<file path="config.mk">
export PLATFORM = sky130hd
export DESIGN_NAME = cfu_requant_issuer_flat
export DESIGN_NICKNAME = d
export VERILOG_FILES = /design/src/rtl/cfu_pkg.sv /design/src/rtl/cfu_requant_issuer_if.sv /design/src/rtl/cfu_watchdog.sv /design/src/rtl/cfu_requant_issuer.sv /design/src/flat_wrapper.sv
export SDC_FILE = /design/constraint.sdc
export NUM_CORES = 1
export LEC_CHECK = 0
export CAP_MARGIN = 20
export CORE_MARGIN = 3
export CORE_UTILIZATION = 43
export DETAILED_ROUTE_END_ITERATION = 7
export PLACE_DENSITY = 0.84
export SLEW_MARGIN = 10
export SYNTH_ARGS = -nofsm -noshare
export SYNTH_HDL_FRONTEND = slang
export SYNTH_SLANG_ARGS = --single-unit
export TNS_END_PERCENT = 50
</file>
<file path="constraint.sdc">
create_clock -name clk -period 2.2 [get_ports clk]
set_input_delay 0.66 -clock clk [delete_from_list [all_inputs] [get_ports clk]]
set_output_delay 0.66 -clock clk [all_outputs]
set_load 0.03 [all_outputs]
</file>
<file path="src/rtl/cfu_pkg.sv">
// cfu_pkg: shared CFU initiator types, constants and the activation clamp helper
package cfu_pkg;
    localparam int CFU_DATA_W = 32;
    localparam logic [6:0] CFU_FUNC_REQUANT = 7'd0;

    typedef enum logic [2:0] {
        ST_IDLE,
        ST_CMD1,
        ST_RSP1,
        ST_CMD2,
        ST_RSP2,
        ST_OUT,
        ST_ERROR
    } cfu_state_e;

    function automatic logic signed [CFU_DATA_W-1:0] sat_clamp(
        input logic signed [CFU_DATA_W-1:0] value,
        input logic signed [CFU_DATA_W-1:0] lo,
        input logic signed [CFU_DATA_W-1:0] hi
    );
        return (value < lo) ? lo : (value > hi) ? hi : value;
    endfunction
endpackage

</file>
<file path="src/rtl/cfu_requant_issuer_if.sv">
// cfu_requant_issuer_if: CFU command/response bus between an initiator and the responder
interface cfu_requant_issuer_if;
    logic                            cmd_valid;
    logic                            cmd_ready;
    logic [9:0]                      cmd_payload_function_id;
    logic [cfu_pkg::CFU_DATA_W-1:0] cmd_payload_inputs_0;
    logic [cfu_pkg::CFU_DATA_W-1:0] cmd_payload_inputs_1;
    logic                            rsp_valid;
    logic                            rsp_ready;
    logic [cfu_pkg::CFU_DATA_W-1:0] rsp_payload_outputs_0;

    modport master (
        output cmd_valid, cmd_payload_function_id, cmd_payload_inputs_0, cmd_payload_inputs_1, rsp_ready,
        input  cmd_ready, rsp_valid, rsp_payload_outputs_0
    );

    modport slave (
        input  cmd_valid, cmd_payload_function_id, cmd_payload_inputs_0, cmd_payload_inputs_1, rsp_ready,
        output cmd_ready, rsp_valid, rsp_payload_outputs_0
    );
endinterface

</file>
<file path="src/rtl/cfu_watchdog.sv">
// cfu_watchdog: cycle counter that flags a stuck CFU handshake state
module cfu_watchdog #(
    parameter int TIMEOUT_CYCLES = 1024
) (
    input  logic clk,
    input  logic reset,
    input  logic clear,
    input  logic enable,
    output logic expired
);
    localparam int CW = $clog2(TIMEOUT_CYCLES) + 1;

    logic [CW-1:0] cnt_q, cnt_d;

    assign expired = enable && (cnt_q == CW'(TIMEOUT_CYCLES - 1));

    // restart on every state entry, count while the guarded state persists
    always_comb cnt_d = clear ? '0 : enable ? cnt_q + CW'(1) : cnt_q;

    // counter register
    always_ff @(posedge clk) cnt_q <= reset ? '0 : cnt_d;
endmodule

</file>
<file path="src/rtl/cfu_requant_issuer.sv">
// cfu_requant_issuer: issues the high-mul / shift+offset CFU command pair per requant job and clamps the result
module cfu_requant_issuer import cfu_pkg::*; #(
    parameter logic [9:0]        FUNC_ID        = {CFU_FUNC_REQUANT, 3'd0},
    parameter int                TIMEOUT_CYCLES = 1024,
    parameter bit                CLAMP_EN       = 1'b1,
    parameter logic signed [31:0] ACT_MIN       = -32'sd128,
    parameter logic signed [31:0] ACT_MAX       = 32'sd127
) (
    input  logic                   clk,
    input  logic                   reset,
    input  logic                   job_valid,
    output logic                   job_ready,
    input  logic [CFU_DATA_W-1:0]  job_acc,
    input  logic [CFU_DATA_W-1:0]  job_mult,
    input  logic [4:0]             job_shift,
    input  logic [CFU_DATA_W-1:0]  job_offset,
    output logic                   res_valid,
    input  logic                   res_ready,
    output logic [CFU_DATA_W-1:0]  res_data,
    cfu_requant_issuer_if.master   cfu,
    output logic                   busy,
    output logic                   error,
    output logic [15:0]            jobs_done
);
    cfu_state_e state_q, state_d;
    logic job_ready_q, job_ready_d;
    logic cmd_valid_q, cmd_valid_d;
    logic rsp_ready_q, rsp_ready_d;
    logic res_valid_q, res_valid_d;
    logic error_q, error_d;
    logic busy_q, busy_d;
    logic [15:0] jobs_done_q, jobs_done_d;
    logic [CFU_DATA_W-1:0] res_data_q, res_data_d;
    logic [CFU_DATA_W-1:0] in0_q, in0_d;
    logic [CFU_DATA_W-1:0] in1_q, in1_d;
    logic [CFU_DATA_W-1:0] mul_hi_q, mul_hi_d;
    logic [4:0] shift_q, shift_d;
    logic [CFU_DATA_W-1:0] offset_q, offset_d;
    logic wd_clear, wd_enable, wd_expired;
    logic unused_mul_hi;

    // mul_hi is kept only for debug visibility
    assign unused_mul_hi = ^mul_hi_q;

    assign job_ready = job_ready_q;
    assign res_valid = res_valid_q;
    assign res_data = res_data_q;
    assign busy = busy_q;
    assign error = error_q;
    assign jobs_done = jobs_done_q;
    assign cfu.cmd_valid = cmd_valid_q;
    assign cfu.rsp_ready = rsp_ready_q;
    assign cfu.cmd_payload_function_id = FUNC_ID;
    assign cfu.cmd_payload_inputs_0 = in0_q;
    assign cfu.cmd_payload_inputs_1 = in1_q;

    assign wd_enable = (state_q == ST_CMD1) || (state_q == ST_RSP1) || (state_q == ST_CMD2) || (state_q == ST_RSP2);
    assign wd_clear = state_d != state_q;

    cfu_watchdog #(.TIMEOUT_CYCLES(TIMEOUT_CYCLES)) u_watchdog (
        .clk(clk),
        .reset(reset),
        .clear(wd_clear),
        .enable(wd_enable),
        .expired(wd_expired)
    );

    // next-state and registered-output logic; a stalled handshake traps in ERROR
    always_comb begin
        state_d = state_q;
        job_ready_d = job_ready_q;
        cmd_valid_d = cmd_valid_q;
        rsp_ready_d = rsp_ready_q;
        res_valid_d = res_valid_q;
        error_d = error_q;
        jobs_done_d = jobs_done_q;
        res_data_d = res_data_q;
        in0_d = in0_q;
        in1_d = in1_q;
        mul_hi_d = mul_hi_q;
        shift_d = shift_q;
        offset_d = offset_q;
        case (state_q)
            ST_IDLE: if (job_valid && job_ready_q) begin
                state_d = ST_CMD1;
                job_ready_d = 1'b0;
                cmd_valid_d = 1'b1;
                in0_d = job_acc;
                in1_d = job_mult;
                shift_d = job_shift;
                offset_d = job_offset;
            end
            ST_CMD1: if (cfu.cmd_ready) begin
                state_d = ST_RSP1;
                cmd_valid_d = 1'b0;
                rsp_ready_d = 1'b1;
            end
            ST_RSP1: if (cfu.rsp_valid) begin
                state_d = ST_CMD2;
                mul_hi_d = cfu.rsp_payload_outputs_0;
                rsp_ready_d = 1'b0;
                cmd_valid_d = 1'b1;
                in0_d = {{(CFU_DATA_W-5){1'b0}}, shift_q};
                in1_d = offset_q;
            end
            ST_CMD2: if (cfu.cmd_ready) begin
                state_d = ST_RSP2;
                cmd_valid_d = 1'b0;
                rsp_ready_d = 1'b1;
            end
            ST_RSP2: if (cfu.rsp_valid) begin
                state_d = ST_OUT;
                rsp_ready_d = 1'b0;
                res_valid_d = 1'b1;
                res_data_d = CLAMP_EN ? sat_clamp($signed(cfu.rsp_payload_outputs_0), ACT_MIN, ACT_MAX)
                                      : cfu.rsp_payload_outputs_0;
            end
            ST_OUT: if (res_ready) begin
                state_d = ST_IDLE;
                res_valid_d = 1'b0;
                job_ready_d = 1'b1;
                jobs_done_d = jobs_done_q + 16'd1;
            end
            default: ;
        endcase
        if (wd_expired && state_d == state_q) begin
            state_d = ST_ERROR;
            cmd_valid_d = 1'b0;
            rsp_ready_d = 1'b0;
            error_d = 1'b1;
        end
        busy_d = state_d != ST_IDLE;
    end

    // state and output registers
    always_ff @(posedge clk) begin
        if (reset) begin
            state_q <= ST_IDLE;
            job_ready_q <= 1'b1;
            cmd_valid_q <= 1'b0;
            rsp_ready_q <= 1'b0;
            res_valid_q <= 1'b0;
            error_q <= 1'b0;
            busy_q <= 1'b0;
            jobs_done_q <= '0;
            res_data_q <= '0;
            in0_q <= '0;
            in1_q <= '0;
            mul_hi_q <= '0;
            shift_q <= '0;
            offset_q <= '0;
        end else begin
            state_q <= state_d;
            job_ready_q <= job_ready_d;
            cmd_valid_q <= cmd_valid_d;
            rsp_ready_q <= rsp_ready_d;
            res_valid_q <= res_valid_d;
            error_q <= error_d;
            busy_q <= busy_d;
            jobs_done_q <= jobs_done_d;
            res_data_q <= res_data_d;
            in0_q <= in0_d;
            in1_q <= in1_d;
            mul_hi_q <= mul_hi_d;
            shift_q <= shift_d;
            offset_q <= offset_d;
        end
    end
endmodule

</file>
<file path="src/flat_wrapper.sv">
// flat-port wrapper written by rule: the top's interface ports become plain ports
module cfu_requant_issuer_flat import cfu_pkg::*;
#(
    parameter logic [9:0]        FUNC_ID        = {CFU_FUNC_REQUANT, 3'd0},
    parameter int                TIMEOUT_CYCLES = 1024,
    parameter bit                CLAMP_EN       = 1'b1,
    parameter logic signed [31:0] ACT_MIN       = -32'sd128,
    parameter logic signed [31:0] ACT_MAX       = 32'sd127
)
  (clk, reset, job_valid, job_ready, job_acc, job_mult, job_shift, job_offset, res_valid, res_ready, res_data, busy, error, jobs_done, cfu_cmd_valid, cfu_cmd_payload_function_id, cfu_cmd_payload_inputs_0, cfu_cmd_payload_inputs_1, cfu_rsp_ready, cfu_cmd_ready, cfu_rsp_valid, cfu_rsp_payload_outputs_0);
  cfu_requant_issuer_if cfu_i ();
  input  logic clk;
  input  logic reset;
  input  logic job_valid;
  output logic job_ready;
  input  logic [CFU_DATA_W-1:0] job_acc;
  input  logic [CFU_DATA_W-1:0] job_mult;
  input  logic [4:0] job_shift;
  input  logic [CFU_DATA_W-1:0] job_offset;
  output logic res_valid;
  input  logic res_ready;
  output logic [CFU_DATA_W-1:0] res_data;
  output logic busy;
  output logic error;
  output logic [15:0] jobs_done;
  output wire logic [$bits(cfu_i.cmd_valid)-1:0] cfu_cmd_valid;
  output wire logic [$bits(cfu_i.cmd_payload_function_id)-1:0] cfu_cmd_payload_function_id;
  output wire logic [$bits(cfu_i.cmd_payload_inputs_0)-1:0] cfu_cmd_payload_inputs_0;
  output wire logic [$bits(cfu_i.cmd_payload_inputs_1)-1:0] cfu_cmd_payload_inputs_1;
  output wire logic [$bits(cfu_i.rsp_ready)-1:0] cfu_rsp_ready;
  input wire logic [$bits(cfu_i.cmd_ready)-1:0] cfu_cmd_ready;
  input wire logic [$bits(cfu_i.rsp_valid)-1:0] cfu_rsp_valid;
  input wire logic [$bits(cfu_i.rsp_payload_outputs_0)-1:0] cfu_rsp_payload_outputs_0;
  assign cfu_cmd_valid = cfu_i.cmd_valid;
  assign cfu_cmd_payload_function_id = cfu_i.cmd_payload_function_id;
  assign cfu_cmd_payload_inputs_0 = cfu_i.cmd_payload_inputs_0;
  assign cfu_cmd_payload_inputs_1 = cfu_i.cmd_payload_inputs_1;
  assign cfu_rsp_ready = cfu_i.rsp_ready;
  assign cfu_i.cmd_ready = cfu_cmd_ready;
  assign cfu_i.rsp_valid = cfu_rsp_valid;
  assign cfu_i.rsp_payload_outputs_0 = cfu_rsp_payload_outputs_0;
  cfu_requant_issuer #(.FUNC_ID(FUNC_ID), .TIMEOUT_CYCLES(TIMEOUT_CYCLES), .CLAMP_EN(CLAMP_EN), .ACT_MIN(ACT_MIN), .ACT_MAX(ACT_MAX)) u_core (.clk(clk), .reset(reset), .job_valid(job_valid), .job_ready(job_ready), .job_acc(job_acc), .job_mult(job_mult), .job_shift(job_shift), .job_offset(job_offset), .res_valid(res_valid), .res_ready(res_ready), .res_data(res_data), .cfu(cfu_i), .busy(busy), .error(error), .jobs_done(jobs_done));
endmodule
</file>
* Yosys cells after proc, flatten, opt, wreduce, memory -nomap -nowiden
Index checks and enable logic that the tools add are counted.
** Storage, ports and cells
- Bits in latches :: 0
- Word-level logic and storage cells :: 85
- RAM bits :: 0
- Input bits :: 139
- Register bits :: 169
- ROM bits :: 0
- Memories kept :: 0
** Operators by class
- Order comparisons :: 2
- Reduce and logical (&&, ||, !) cells :: 25
- Shift operators :: 0
- Multipliers :: 0
- Eq/ne operators :: 14
- Div/mod/pow operators :: 0
- $add $sub $neg :: 2
- Bitwise gates (word level) :: 0
- Mux-type cells :: 28
** Operator list (number)
- two-way mux 32 bit :: 6
- one-hot mux 32 bit (2 select lines) :: 2
- > comparator 32 x 8 -> 1 bit, second input constant :: 1
- less-than comparator 32 x 8 -> 1 bit, second input constant :: 1
- two-way mux 3 bit :: 7
- one-hot mux 3 bit (6 select lines) :: 1
- adder 16 x 1 -> 16 bit, second input constant :: 1
- AND reduction 3 bit :: 4
- adder 11 x 1 -> 11 bit, second input constant :: 1
- equality test 11 x 10 -> 1 bit, second input constant :: 1
- two-way mux 1 bit :: 8
- nonzero test 2 bit :: 4
- OR reduction 2 bit :: 4
- equality test 3 x 2 -> 1 bit, second input constant :: 2
- equality test 3 bit, second input constant :: 2
- != test 2 x 1 -> 1 bit, second input constant :: 3
- != test 2 bit, second input constant :: 3
- one-hot mux 1 bit (2 select lines) :: 3
- AND reduction 2 bit :: 3
- nonzero test 3 bit :: 2
- AND reduction 4 bit :: 1
- equality test 3 x 1 -> 1 bit, second input constant :: 1
- equality test 3 bit :: 1
- logical AND 1 bit :: 3
- other kinds (4) :: 6

* Longest topological paths before layout
Gate-level depths: netlist (run 1).
- Word-level depth :: 9
- Mapped depth :: 8

* Modules after synthesis
A second synthesis (run 1) with hierarchy kept.
** Unflattened totals
- Cell total of the unflattened synthesis :: 766
- Area, all modules :: 6765.2 µm²
** Modules (own cells, without submodules)
- cfu_requant_issuer :: times used 1, area each 6242.2 µm², seq. area each 3163.0 µm², cells each 708
- cfu_watchdog :: times used 1, area each 523.0 µm², seq. area each 220.2 µm², cells each 58

* Least setup slack after synthesis (run 1)
No wires, ideal clock.
- Kind :: input port to flip-flop
- From :: input job_valid
- To :: register u_core.u_watchdog.cnt_q[0]
- Setup time :: 0.065 ns
- Setup slack :: 0.241 ns
- Buffers on the path :: 1
- Data required time :: 2.135 ns
- Arrival :: 1.894 ns
- Stages on the path :: 6
- Cells stage by stage :: and3b_1 -> clkbuf_2 -> or3_4 -> a221oi_4 -> nand3_2 -> nor2_1
** Between the ends
- Cells in the longest elaborated chain, start to end :: 8
** Ends and longest elaborated chain
- start: declaration :: RTL line flat_wrapper.sv:14 : input logic job_valid;
- logical AND 1 bit * :: RTL line cfu_requant_issuer.sv:84 : ST_IDLE: if (job_valid && job_ready_q) begin
- two-way mux 3 bit * :: RTL line cfu_requant_issuer.sv:84
- one-hot mux 3 bit (6 select lines) * :: RTL line cfu_requant_issuer.sv:83 : case (state_q)
- equality test 3 bit :: RTL line cfu_requant_issuer.sv:126 : if (wd_expired && state_d == state_q) begin
- logical AND 1 bit :: RTL line cfu_requant_issuer.sv:126
- two-way mux 3 bit * :: RTL line cfu_requant_issuer.sv:126
- != test 3 bit * :: RTL line cfu_requant_issuer.sv:58 : assign wd_clear = state_d != state_q;
- OR reduction 2 bit (no line) *
- end signal: assignment :: RTL line cfu_watchdog.sv:21 : always_ff @(posedge clk) cnt_q <= reset ? '0 : cnt_d;
- end: declaration :: RTL line cfu_watchdog.sv:13 : logic [CW-1:0] cnt_q, cnt_d;
Every way passes the cells marked *; elsewhere a longest branch is shown, timed or not.
A chain may end at the register's enable or synchronous reset.

* Worst setup path after layout (run 1)
- From :: register u_core.jobs_done_q[13] (netlist: u_core.jobs_done[13])
- To :: output jobs_done[13]
** RTL lines
- start: declaration :: RTL line cfu_requant_issuer.sv:32 : logic [15:0] jobs_done_q, jobs_done_d;
- start signal: assignment :: RTL line cfu_requant_issuer.sv:160 : jobs_done_q <= jobs_done_d;
- end: declaration :: RTL line flat_wrapper.sv:25 : output logic [15:0] jobs_done;
No word-level cell between the ends.

==> results by group, run 1 <==
Critical path
  • CP delay by family, top: buffers and inverters
  • Setup crit end kind: primary output
  • R2r setup slk: a little over 0.3 ns
  • Critical path's slowest cell: clkdlybuf4s50_1
  • Crit path capture: jobs_done[13]
  • FF-to-FF path depth: 5
  • Max incr delay on CP: a little under 0.7 ns
  • Setup crit start kind: register
  • Worst r2r src: u_core.state_q[1]
  • Crit path buf inv count: 1
  • Worst flop-to-flop path endpoint: u_core.u_watchdog.cnt_q[10]
  • Crit-path max FO: 3
  • WP data required: between 1.5 and 2 ns
  • Worst Path Arrival: between 1 and 1.5 ns
  • Worst Setup SP: u_core.jobs_done[13]
  • Setup CP Type: reg2out
  • WP depth: 1
  • CP Cell Sequence: clkdlybuf4s50_1

Run
  • Max-cap viol count: 0

Floorplanning
  • Die Wd: between 100 and 150 um
  • Die area: 17,000 um2
  • Site row count: 44
  • IO Count: around 270
  • Initial core utilization: ~45%
  • Die H: around 130 um
  • Core box area: 14,800 um2

Clock network
  • CTS buffer count: 17
  • CTS tree: built
  • Clock transition at the registers of the reported paths: 0.06 ns
  • Worst-Skew Late Latency: about 0.42 ns
  • Post-CTS setup buffers: 0
  • Max Root-Sink Buffers: 2
  • CTS Sinks: 169
  • Number of H-tree levels: 4
  • Root Buffer Master: clkbuf_16

Placed design
  • Detail Placement HPWL: between 10 and 15 mm
  • Placement Setup Slack: -0.241 ns
  • Port bufs: about 260
  • GP Congestion: ~0.83
  • Cell Area, Placed: roughly 9600 um2
  • Placed insts: 1,185

Power and ir drop
  • Net Sw Frac: between 20% and 30%
  • Total net switching power: approximately 2.4 mW
  • Clock share of power: between 30% and 40%
  • Worst vdd ir: ~0.54 mV
  • PwrDens: about 800 nW/um2
  • Int Power: just under 6 mW
  • Leakage: between 3 and 4 nW
  • Gate power share: 22.5%
  • Total power: between 8 and 9 mW
  • Sequential power share: 41.9%

Min path
  • Hold Path Class: reg2reg

Synth
  • Post-synthesis async set-or-reset flop share: 0%
  • Sequential area share after synthesis: 50.9%
  • FF+latch count, synth: 169
  • Cell count after synthesis: 760
  • EDFF count, synth: 0
  • Distinct cell type count after synthesis: 46
  • Area leader, netlist: dfxtp_1
  • Share of the synthesized area in the top cell type: 50.9%
  • Synth top area cells: dfxtp_1 (51%), nor2_1 (8.1%), mux2i_1 (5.9%)
  • Mapped cell area: 6650 um2
  • Synth Flop Type: dfxtp_1
  • Yosys warns: 0
  • Synthesized area per cell: slightly below 9 um2

Layout
  • Area Growth Syn to Fin: 53.4%
  • Post-layout instance area: around 10,000 um2
  • Non-filler cells, final: roughly 1,200
  • Diodes inserted: 0
  • Share of layout cells above drive strength 1: 8.03%
  • Util after Layout: about 69%
  • # nets final: around 1,200

Global routing
  • Congestion Overflow GR: 0
  • Pin count of the biggest net entering global routing: 43
  • Tot GR Track Use: between 20 and 25%
  • Initial antenna violation count: 0
  • Number of global-route vias before repair: around 6,000
  • First-pass GRT wire length: between 20 and 30 mm

STA
  • Fin. max-slew vios: 0
  • Fmax: 0.466 GHz
  • Worst-case clock skew: around 0.009 ns
  • Fin crit share: a little over nine tenths
  • Hold Worst Slack: between 0.4 and 0.5 ns
  • Setup Viol. Count Final: 0
  • Fin Setup TNS: 0 ns
  • Final WS setup: roughly 0.056 ns
  • Final worst path period need: approximately 2.1 ns
  • Hold Vio Cnt, Final: 0
  • RSZ-0062 raised after global routing: no

Detailed routing
  • # DRC: 0
  • Final wirelength: 19.4 mm
  • DRT Pass-1 Iters: 5
  • DR vias: 6,230
  • Vias per cell: roughly 5.1
  • Wire per inst: between 15 and 20 um
  • Antenna Nets Post-Route: 0
  • Initial DRC Count: about 390

Run status
  • Run status: complete, no violations
## synthesized netlist by cell type, types with 9 or more instances
library cell,number
dfxtp_1,169
nor2_1,144
nand2_1,100
a21oi_1,54
a211oi_1,41
mux2i_1,39
clkbuf_1,36
a22oi_1,28
nand4_1,14
buf_4,13
xnor2_1,12
xor2_1,11
nor3_1,10
o21ai_0,10
buf_2,9
## flip-flops by register name, indices dropped and copies added (netlist names)
| register | count |
|---|---|
| u_core.busy | 1 |
| u_core.cfu.cmd_payload_inputs_0 | 32 |
| u_core.cfu.cmd_payload_inputs_1 | 32 |
| u_core.cfu.cmd_valid | 1 |
| u_core.cfu.rsp_ready | 1 |
| u_core.error | 1 |
| u_core.job_ready | 1 |
| u_core.jobs_done | 16 |
| u_core.offset_q | 32 |
| u_core.res_data | 32 |
| u_core.res_valid | 1 |
| u_core.shift_q | 5 |
| u_core.state_q | 3 |
| u_core.u_watchdog.cnt_q | 11 |
## cells in the final DEF (no fill, tap or decap), types with 8 or more instances in the layout
cell type / Yosys / routed
a21oi_1: 54 / 54
nor4_1: 8 / 8
conb_1: 1 / 10
nor2_1: 144 / 144
clkdlybuf4s50_1: 0 / 235
xnor2_1: 12 / 12
buf_4: 13 / 34
clkbuf_16: 0 / 17
nor3_1: 10 / 10
mux2i_1: 39 / 39
nand2_1: 100 / 100
dfxtp_1: 169 / 169
dlygate4sd2_1: 0 / 11
a22oi_1: 28 / 28
o21ai_0: 10 / 10
dlymetal6s2s_1: 0 / 9
buf_12: 0 / 8
a211oi_1: 41 / 41
xor2_1: 11 / 11
nand4_1: 14 / 14
## repair_timing
item	CTS	global route
hold buffers	0	0
setup endpoints to repair	11	10
gates resized for setup	11	10
## cell type report
type,count,area (um2)
clock buffers,20,467
clock inverters,12,115
fillers,1135,4620
inverters,1,3.75
multi-input cells,534,3020
flip-flops and latches,169,3380
well taps,184,230
repair buffers,297,2980
## power by group through the flow
stage | combinational, mW | sequential [mW] | clock [mW]
after CTS | 1.85 | 3.41 | 2.96
after detailed placement | 1.84 | 3.48 | 0
after global placement | 1.81 | 3.47 | 0
after global routing | 1.98 | 3.44 | 3.09
final | 1.84 | 3.41 | 2.90
after floorplan | 0.689 | 3.78 | 0
## cells by family (layout without fill, tap and decap cells)
kind of cell    count (synthesis)  after routing  synth area share [%]
compound gates                146            146                  14.4
xor+xnor                       23             23                  3.03
fa+ha+maj                       2              2                 0.377
buf+inv                        66            330                  4.65
flops                         169            169                  50.9
mux                            39             39                  5.87
other cells                     1             10                0.0564
simple gates                  314            314                  20.7
## routing by layer
| layer | track usage (%) | vias to the layer above | share of wire [%] |
|---|---|---|---|
| met2 | 35.7 | 252 | 46 |
| met3 | 9.09 | 35 | 11 |
| met1 | 26.4 | 2817 | 41 |
| met5 | 0 | - | 0 |
| li1 | - | 3126 | - |
| met4 | 8.50 | 0 | 2.9 |
## worst min-delay path by stage
| stage | from | endpoint | cells after the start |
|---|---|---|---|
| final | u_core.offset_q[30] | u_core.offset_q[30] | 2 |
| after global placement | u_core.res_data[2] | u_core.res_data[2] | 2 |
| after detailed placement | u_core.offset_q[20] | u_core.offset_q[20] | 2 |
| after global routing | u_core.offset_q[28] | u_core.offset_q[28] | 2 |
| after floorplan | u_core.offset_q[0] | u_core.offset_q[0] | 2 |
| after CTS | u_core.offset_q[20] | u_core.offset_q[20] | 2 |
(Power assumes the default switching activity.)
==> run 2, diff against run 1 <==
- CAP_MARGIN: 20 -> default
==> results of run 2 <==
The final DEF is identical to that of run 1; final timing and power are the same.
==> run 3, diff against run 2 <==
- CORE_MARGIN: 3 -> 10
- TNS_END_PERCENT: 50 -> 100
==> results by group, run 3 (same netlist as run 1, synthesis figures left out) <==
Critical path
  • Worst flop-to-flop path endpoint: u_core.cfu.cmd_payload_inputs_1[1]
  • R2r setup slk: 0.25 ns (-0.06 ns)
  • Setup crit end kind: primary output
  • Crit-path max FO: 2 (-1)
  • Max incr delay on CP: 0.69 ns (about the same)
  • Worst r2r src: u_core.state_q[1]
  • CP Cell Sequence: clkdlybuf4s50_1
  • Critical path's slowest cell: clkdlybuf4s50_1
  • Setup CP Type: reg2out
  • Crit path buf inv count: 1 (unchanged)
  • Setup crit start kind: register
  • WP data required: 1.54 ns (about the same)
  • FF-to-FF path depth: 7 (+2)
  • CP delay by family, top: buffers and inverters
  • Worst Path Arrival: 1.50 ns (+0.02 ns)

Power and ir drop
  • Total power: 8.33 mW (+2.2%)
  • Worst vdd ir: 0.573 mV (+5.8%)
  • PwrDens: 816 nW/um2 (+2.0%)
  • Leakage: 3.85 nW (-1.1%)

Detailed routing
  • Vias per cell: 5.17 (+0.93%)
  • Antenna Nets Post-Route: 0 (unchanged)
  • # DRC: 0 (unchanged)
  • DR vias: 6,298 (+1.1%)
  • Wire per inst: 17.8 um (+11%)
  • Initial DRC Count: 333 (-14%)
  • Final wirelength: 21.7 mm (+12%)
  • DRT Pass-1 Iters: 5 (unchanged)

Layout
  • Diodes inserted: 0 (unchanged)
  • Share of layout cells above drive strength 1: 7.66% (-0.37 points)
  • Area Growth Syn to Fin: 53.6%
  • Most common cell after layout, fill and taps aside: clkdlybuf4s50_1
  • # nets final: 1,160 (-0.086%)
  • Fillers: 1,174 (+3.4%)
  • Util after Layout: 67.4% (-1.4 points)
  • Most frequent cells in the layout: clkdlybuf4s50_1 (238), dfxtp_1 (169), nor2_1 (144)

Floorplanning
  • Die H: 144 um (+11%)
  • Site row count: 45 (+2.3%)
  • Die Wd: 144 um (+11%)
  • Core box area: 15,100 um2 (+2.3%)
  • Initial core utilization: 43.9% (-1.0 points)
  • IO Count: 267 (unchanged)
  • Die area: 20,800 um2 (+23%)

Clock network
  • CTS tree: built
  • Number of H-tree levels: 4 (unchanged)
  • Worst-Skew Late Latency: 0.43 ns (about the same)
  • Max Root-Sink Buffers: 2 (unchanged)
  • Hold Buf Count CTS: 0 (unchanged)
  • Root Buffer Master: clkbuf_16
  • CTS buffer count: 17 (unchanged)
  • Clock transition at the registers of the reported paths: 0.06 ns (about the same)
  • Post-CTS setup buffers: 0 (unchanged)
  • CTS Sinks: 169 (unchanged)

STA
  • Fmax: 0.464 GHz (-0.56%)
  • RSZ-0062 raised after global routing: no
  • Fin Setup TNS: 0 ns (unchanged)
  • Max-slew headroom at the worst pin: 65.7%
  • Worst-case clock skew: 0.00725 ns (-0.00150 ns)
  • Worst slew pin tran: 0.513 ns
  • Fin. max-slew vios: 0 (unchanged)
  • Setup Viol. Count Final: 0 (unchanged)
  • Hold Vio Cnt, Final: 0 (unchanged)
  • Final worst path period need: 2.16 ns (+0.0120 ns)
  • Fin crit share: 98.0% (+0.55 points)

Placed design
  • Detail Placement HPWL: 15.8 mm (+13%)
  • Port bufs: 256 (unchanged)
  • GP Congestion: 0.815 (-1.3%)

Global routing
  • Congestion Overflow GR: 0 (unchanged)
  • Tot GR Track Use: 20.0% (-2.1 points)
  • Initial antenna violation count: 0 (unchanged)
  • Pin count of the biggest net entering global routing: 38 (-12%)
  • First-pass GRT wire length: 33.1 mm (+12%)
  • Number of global-route vias before repair: 6,367 (+5.4%)

Min path
  • Hold Path End: u_core.res_data[5]
  • Hold wc startpoint: u_core.res_data[5]
  • Hold path depth: 2 (unchanged)
  • Hold Path Class: reg2reg

Run status
  • Run status: complete, no violations

Run
  • Max-cap viol count: 0 (unchanged)
-- run 3: cell count changes in the layout (fill, tap and decap cells not counted) --
cell and delta:
clkdlybuf4s50_1 +3, o2bb2ai_2 -1, buf_12 +1, bufinv_16 +1
clkbuf_1 +1, clkinv_2 -2, inv_8 +1, o2bb2ai_1 +1
dlymetal6s2s_1 -3, clkinvlp_4 -2, clkinv_4 -2, inv_6 +2
buf_4 -2
-- run 3: cell type report --
cell class              count  area, um2  share of cell area (%)
multi-input cells         534       3010                    29.5
well taps                 188        235                    2.30
inverters                   1       3.75                  0.0368
repair buffers            296       2970                    29.1
flip-flops and latches    169       3380                    33.1
clock inverters            10        131                    1.29
clock buffers              21        470                    4.61
-- run 3: worst max-delay path by stage --
stage / start / endpoint / slack (ns) / cells after the start
after floorplan: job_valid / u_core.u_watchdog.cnt_q[0] / 0.24 / 6
after global placement: job_valid / u_core.u_watchdog.cnt_q[7] / -0.15 / 6
after detailed placement: job_valid / u_core.u_watchdog.cnt_q[10] / -0.21 / 6
after CTS: u_core.jobs_done[9] / jobs_done[9] / 0.003 / 1
after global routing: u_core.res_valid / res_valid / 0.001 / 1
final: u_core.cfu.cmd_payload_inputs_1[1] / cfu_cmd_payload_inputs_1[1] / 0.04 / 1
-- run 3: routing by layer --
metal / vias to the layer above / wire length [um] / part of all wire [%] / GRT usage (%)
li1: 3121 / - / - / -
met1: 2912 / 8670 / 40 / 22.8
met2: 247 / 10100 / 47 / 32.4
met3: 18 / 2500 / 12 / 9.61
met4: 0 / 335 / 1.5 / 6.06
met5: - / 0 / 0 / 0
-- run 3: per-stage QoR --
step	worst slack, ns	cell area, um2	instances	hold slack [ns]
2_1_floorplan	0.241	6680	769	0.436
3_3_place_gp	-0.154	9600	1188	0.439
3_5_place_dp	-0.206	9600	1188	0.445
4_1_cts	0.00321	10200	1219	0.454
5_1_grt	0.00109	10200	1219	0.470
6_report	0.0442	10200	1219	0.451
-- run 3: power by group --
part | leakage (nW) | internal [mW] | switching (mW)
combinational | 2.18 | 0.855 | 0.993
sequential | 1.38 | 3.29 | 0.134
clock | 0.293 | 1.79 | 1.27
total | 3.85 | 5.93 | 2.40
-- run 3: repair_timing --
item | 4_1_cts | 5_1_grt
endpoints found under the hold margin | 0 | 0
gates resized for setup | 11 | 6
endpoints found under the setup margin | 11 | 6
